`src/rtl/sram_mem_ctrl.sv`:
```
// sram_mem_ctrl
// Memory-stage controller placed after the EXE/MEM pipeline register. Each
// 32-bit load or store becomes two 16-bit SRAM transfers: low half first (LO),
// then high half (HI). Every phase lasts WAIT_CYCLES+1 cycles.
//
// Ports:
//   clk, rst        rising-edge clock, asynchronous active-high reset
//   Mem_R_En_In     load request
//   Mem_W_En_In     store request (wins when both enables are high)
//   ALU_Res_In      effective byte address
//   Val_Rm_In       store data
//   Ready           0 = freeze the earlier pipeline stages
//   Read_Data       last loaded word, registered
//   SRAM_*          registered SRAM pad controls / data, SRAM_DQ_In is the pad input
//
// Handshake: a request is accepted in IDLE whenever an enable is high. Ready
// stays low from that cycle until DONE. In DONE Ready is high and the pipeline
// advances, so the request seen in the following IDLE cycle is a new one.
module sram_mem_ctrl #(
    parameter logic [31:0] BASE_ADDR   = 32'd1024,
    parameter int unsigned WAIT_CYCLES = 2
) (
    input  logic        clk,
    input  logic        rst,
    input  logic        Mem_R_En_In,
    input  logic        Mem_W_En_In,
    input  logic [31:0] ALU_Res_In,
    input  logic [31:0] Val_Rm_In,
    output logic        Ready,
    output logic [31:0] Read_Data,
    output logic [17:0] SRAM_Addr,
    output logic [15:0] SRAM_DQ_Out,
    input  logic [15:0] SRAM_DQ_In,
    output logic        SRAM_DQ_OE,
    output logic        SRAM_WE_N,
    output logic        SRAM_OE_N
);

    typedef enum logic [1:0] {
        IDLE = 2'd0,
        LO   = 2'd1,
        HI   = 2'd2,
        DONE = 2'd3
    } state_t;

    localparam logic [3:0] LAST_CNT = 4'(WAIT_CYCLES);

    state_t      state;
    logic [3:0]  cnt;
    logic [16:0] idx_q;      // captured SRAM word index
    logic [31:0] wdata_q;    // captured store data
    logic        wr_q;       // captured op type: 1 = store
    logic [15:0] rd_lo_q;    // low half staged until the high half arrives

    logic [31:0] offset;
    logic        req;
    logic        last_cyc;
    logic        unused_offset_bits;

    // Subtraction wraps mod 2^32; only the word index bits are kept.
    assign offset             = ALU_Res_In - BASE_ADDR;
    assign unused_offset_bits = ^{offset[31:19], offset[1:0]};
    assign req                = Mem_R_En_In | Mem_W_En_In;
    assign last_cyc           = (cnt == LAST_CNT);

    assign Ready = (state == DONE) || ((state == IDLE) && !req);

    // SRAM controls are loaded on the edge that enters each state, so they are
    // already valid during the first cycle of LO/HI.
    always_ff @(posedge clk or posedge rst) begin
        if (rst) begin
            state       <= IDLE;
            cnt         <= 4'd0;
            idx_q       <= 17'd0;
            wdata_q     <= 32'd0;
            wr_q        <= 1'b0;
            rd_lo_q     <= 16'd0;
            Read_Data   <= 32'd0;
            SRAM_Addr   <= 18'd0;
            SRAM_DQ_Out <= 16'd0;
            SRAM_DQ_OE  <= 1'b0;
            SRAM_WE_N   <= 1'b1;
            SRAM_OE_N   <= 1'b1;
        end else begin
            case (state)
                IDLE: begin
                    if (req) begin
                        state      <= LO;
                        cnt        <= 4'd0;
                        idx_q      <= offset[18:2];
                        wdata_q    <= Val_Rm_In;
                        wr_q       <= Mem_W_En_In;
                        SRAM_Addr  <= {offset[18:2], 1'b0};
                        SRAM_DQ_OE <= Mem_W_En_In;
                        SRAM_WE_N  <= ~Mem_W_En_In;
                        SRAM_OE_N  <= Mem_W_En_In;
                        if (Mem_W_En_In) begin
                            SRAM_DQ_Out <= Val_Rm_In[15:0];
                        end
                    end
                end
                LO: begin
                    if (last_cyc) begin
                        state     <= HI;
                        cnt       <= 4'd0;
                        SRAM_Addr <= {idx_q, 1'b1};
                        if (wr_q) begin
                            SRAM_DQ_Out <= wdata_q[31:16];
                        end else begin
                            rd_lo_q <= SRAM_DQ_In;
                        end
                    end else begin
                        cnt <= cnt + 4'd1;
                    end
                end
                HI: begin
                    if (last_cyc) begin
                        state      <= DONE;
                        cnt        <= 4'd0;
                        SRAM_DQ_OE <= 1'b0;
                        SRAM_WE_N  <= 1'b1;
                        SRAM_OE_N  <= 1'b1;
                        // Whole word lands at once; no half-updated Read_Data.
                        if (!wr_q) begin
                            Read_Data <= {SRAM_DQ_In, rd_lo_q};
                        end
                    end else begin
                        cnt <= cnt + 4'd1;
                    end
                end
                default: begin
                    state <= IDLE;
                end
            endcase
        end
    end

endmodule
```
`config.mk`:
```
export PLATFORM = sky130hd
export DESIGN_NAME = sram_mem_ctrl
export DESIGN_NICKNAME = d
export VERILOG_FILES = /design/src/rtl/sram_mem_ctrl.sv
export SDC_FILE = /design/constraint.sdc
export NUM_CORES = 1
export LEC_CHECK = 0
export ABC_AREA = 1
export ABC_CLOCK_PERIOD_IN_PS = 4200
export CAP_MARGIN = 20
export CORE_MARGIN = 4
export CORE_UTILIZATION = 40
export DETAILED_ROUTE_END_ITERATION = 10
export PLACE_DENSITY = 0.81
export SLEW_MARGIN = 20
export SYNTH_ARGS = -nofsm -noshare
export SYNTH_HDL_FRONTEND = slang
export SYNTH_SLANG_ARGS = --single-unit
```
`constraint.sdc`:
```
create_clock -name clk -period 4.2 [get_ports clk]
set_input_delay 0.84 -clock clk [delete_from_list [all_inputs] [get_ports clk]]
set_output_delay 0.84 -clock clk [all_outputs]
set_load 0.005 [all_outputs]
```
==> metrics.cfg <==
[run_status]
status = complete, no violations

[logic_synthesis]
synth_top_family_by_area = simple AND/OR/NAND/NOR gates
synth_compound_area_share_pct = 11.5
yosys.area_share.adder_pct = 1.81
netlist_area_um2 = 5520
synthCells = 657
yosys_warnings = 0
synthSimpleGateAreaFrac_pct = 21.7
synth_fp_nets = 749
synthXorXnorAreaFrac_pct = 0.476
ys_ff_latch = 125
syn_avg_cell_area_um2 = 8.40
synth.area.mux_share_pct = 0
synth.distinct_cells = 29
yosysSeqAreaShare_pct = 56.7

[run]
maxCapViolations = 0

[floorplanning]
start_util_pct = 41.2
die_h_um = 125
io_pins = 154
die_w_um = 125
fp.coreArea_um2 = 13400
placementRows = 42
dieArea_um2 = 15700

[drt]
num_vias = 4597
routedWlPerCell_um = 13.5
firstDrtPassIters = 6
drtIter0Drc = 249
drt-vias-per-instance = 4.71
drc_errors = 0
ant_nets = 0
routed_wl_um = 13200

[clocking]
cts_tree = done
ctsHoldBuffers = 0
cts_setup_buffers = 0
cts.htree.levels = 4
cts_root_buf = clkbuf_16
cts_buffers = 17
cts_buffer_depth = 2
ctsResizeCount = 0
clkLatencyLatePin_ns = 0.42
clkTransAtPathRegs_ns = 0.05
cts_sinks = 125

[sta]
max_slew_margin_pct = 45.3
final.setup.tns_ns = 0
fin_crit_ns = 3.18
timing.hold.ws_ns = 0.467
worst_pin_slew_ns = 0.819
skew_ns = 0.0101
finalHoldViolCount = 0
fin_ws_ns = 1.02
setup_viol = 0
post-route-period-util_pct = 75.8
fmax_mhz = 314
slew_viol_final = 0
rsz0062_at_grt = false

[grt]
grt_pass1_wl_um = 22000
overflow = 0
first_global_vias = 4444
grtUsageTotal_pct = 17.3
antenna_found_initial = 1
grt_max_degree = 75

[finish]
syn2layout_area_growth_pct = 37.9
n_antenna_cell = 0
mostFrequentLayoutCell = nand2_1
drive_above_1_share_pct = 6.62
fin_nets = 880
layout_common_cells = 269 x nand2_1, 138 x clkdlybuf4s50_1, 123 x dfrtp_1

[power_and_ir_drop]
ir_worst_vdd_uv = 396
total_power_uw = 5900
power_density_nw_per_um2 = 775
power_leakage_uw = 0.00384

[placed_design]
routabilityCongestion = 0.823
io_buffers = 138
pre_cts_ws_ns = 1.02
place_hpwl_um = 8500

[worst_hold_path]
min_path_cells = 2
min_to = SRAM_OE_N$_DFFE_PP1P_
min-delay-start = SRAM_OE_N$_DFFE_PP1P_
hold_class = flip-flop to flip-flop

[critical_path]
required_ns = 3.36
critPathLaunchType = input port
max_stage_delay_ns = 0.49
startpoint = Mem_W_En_In
worstSetupEndpointType = output port
crit_path_cell_trace = clkdlybuf4s50_1, inv_1, nand2_1, nor2_1, or2_2, clkdlybuf4s50_1
r2r_end = SRAM_DQ_Out[0]$_DFFE_PP0P_
r2r_start = state[1]$_DFFE_PP0P_
path_max_fanout = 5
critical_path.slowest_cell = clkdlybuf4s50_1
criticalPathCategory = input port to output port
reg2reg_depth = 7
path_common_cell = clkdlybuf4s50_1
r2r_slack_ns = 1.93
cp_data_arrival_time_ns = 2.34

-- cells by family (layout without fill, tap and decap cells) --
logic type | count (synthesis) | in the layout
XOR/XNOR | 3 | 3
buffers and inverters | 100 | 244
flip-flops | 125 | 125
adder cells (fa/ha/maj) | 8 | 8
AO/OA/AOI/OAI | 114 | 114
AND/OR/NAND/NOR | 307 | 307
-- sequential cells by signal, indices dropped and copies added, names as in the netlist --
name / flops
Read_Data: 32
SRAM_Addr: 18
idx_q: 17
SRAM_DQ_Out: 16
rd_lo_q: 16
wdata_q: 16
cnt: 4
state: 2
SRAM_DQ_OE: 1
SRAM_OE_N: 1
SRAM_WE_N: 1
wr_q: 1
-- power by group --
part	switching [µW]	internal (µW)	total [µW]
clock network	562	917	1480
registers	314	1800	2120
logic	1230	1070	2300
total	2110	3790	5900
-- routing by layer --
layer / track usage (%) / share of wire, %
met1: 22.2 / 44
met2: 26.5 / 46
met3: 6.87 / 8.4
met4: 6.63 / 1.7
met5: 0 / 0.15
-- worst max-delay path, delay by kind of cell --
kind	cells	cell delay [ns]
buf+inv	3	0.96
simple gates	3	0.54
-- cell type report --
| type | instances | area [µm²] |
|---|---|---|
| Clock buffer | 19 | 453 |
| Sequential cell | 125 | 3130 |
| Multi-Input combinational cell | 432 | 1970 |
| Clock inverter | 13 | 150 |
| Timing Repair Buffer | 141 | 1420 |
| Fill cell | 1182 | 5790 |
| Inverter | 71 | 269 |
| Tap cell | 176 | 220 |
-- cells in the mapped netlist --
cell type / n / share of area [%]
o21ai_0: 80 / 7.3
nand3_1: 12 / 1.1
ha_1: 8 / 1.8
o21ai_4: 1 / 0.29
clkbuf_1: 8 / 0.54
a21boi_0: 1 / 0.14
o22ai_1: 2 / 0.23
nor2_4: 1 / 0.20
nand2_1: 269 / 18
o211ai_1: 13 / 1.8
clkbuf_2: 1 / 0.091
inv_2: 6 / 0.41
buf_2: 15 / 1.4
buf_6: 4 / 0.82
or2_2: 1 / 0.11
a31oi_1: 4 / 0.45
o21ai_2: 2 / 0.32
a21oi_1: 4 / 0.36
o21ai_1: 7 / 0.63
nand4_1: 1 / 0.11
xnor2_1: 1 / 0.16
nor2_1: 20 / 1.4
nand3_2: 2 / 0.36
dfrtp_1: 123 / 56
nand2_4: 1 / 0.20
inv_1: 65 / 4.4
dfstp_2: 2 / 0.95
buf_4: 1 / 0.14
xor2_1: 2 / 0.32
-- through the flow --
stage / utilization (%) / area [µm²] / cells
global placement: 52.2 / 6990 / 945
detailed placement: 52.2 / 6990 / 945
floorplan: - / 5520 / 657
finish: 56.8 / 7610 / 977
CTS: 56.7 / 7600 / 977
global route: 56.8 / 7610 / 977
-- worst max-delay path by stage --
stage                               endpoint  slack (ns)
finish                                 Ready        1.02
global route                           Ready        0.89
CTS                                    Ready        1.00
detailed placement                     Ready        1.02
global placement                       Ready        1.02
floorplan           Read_Data[0]$_DFFE_PP0P_        0.04
No activity file was read; power rests on OpenSTA's default activity.
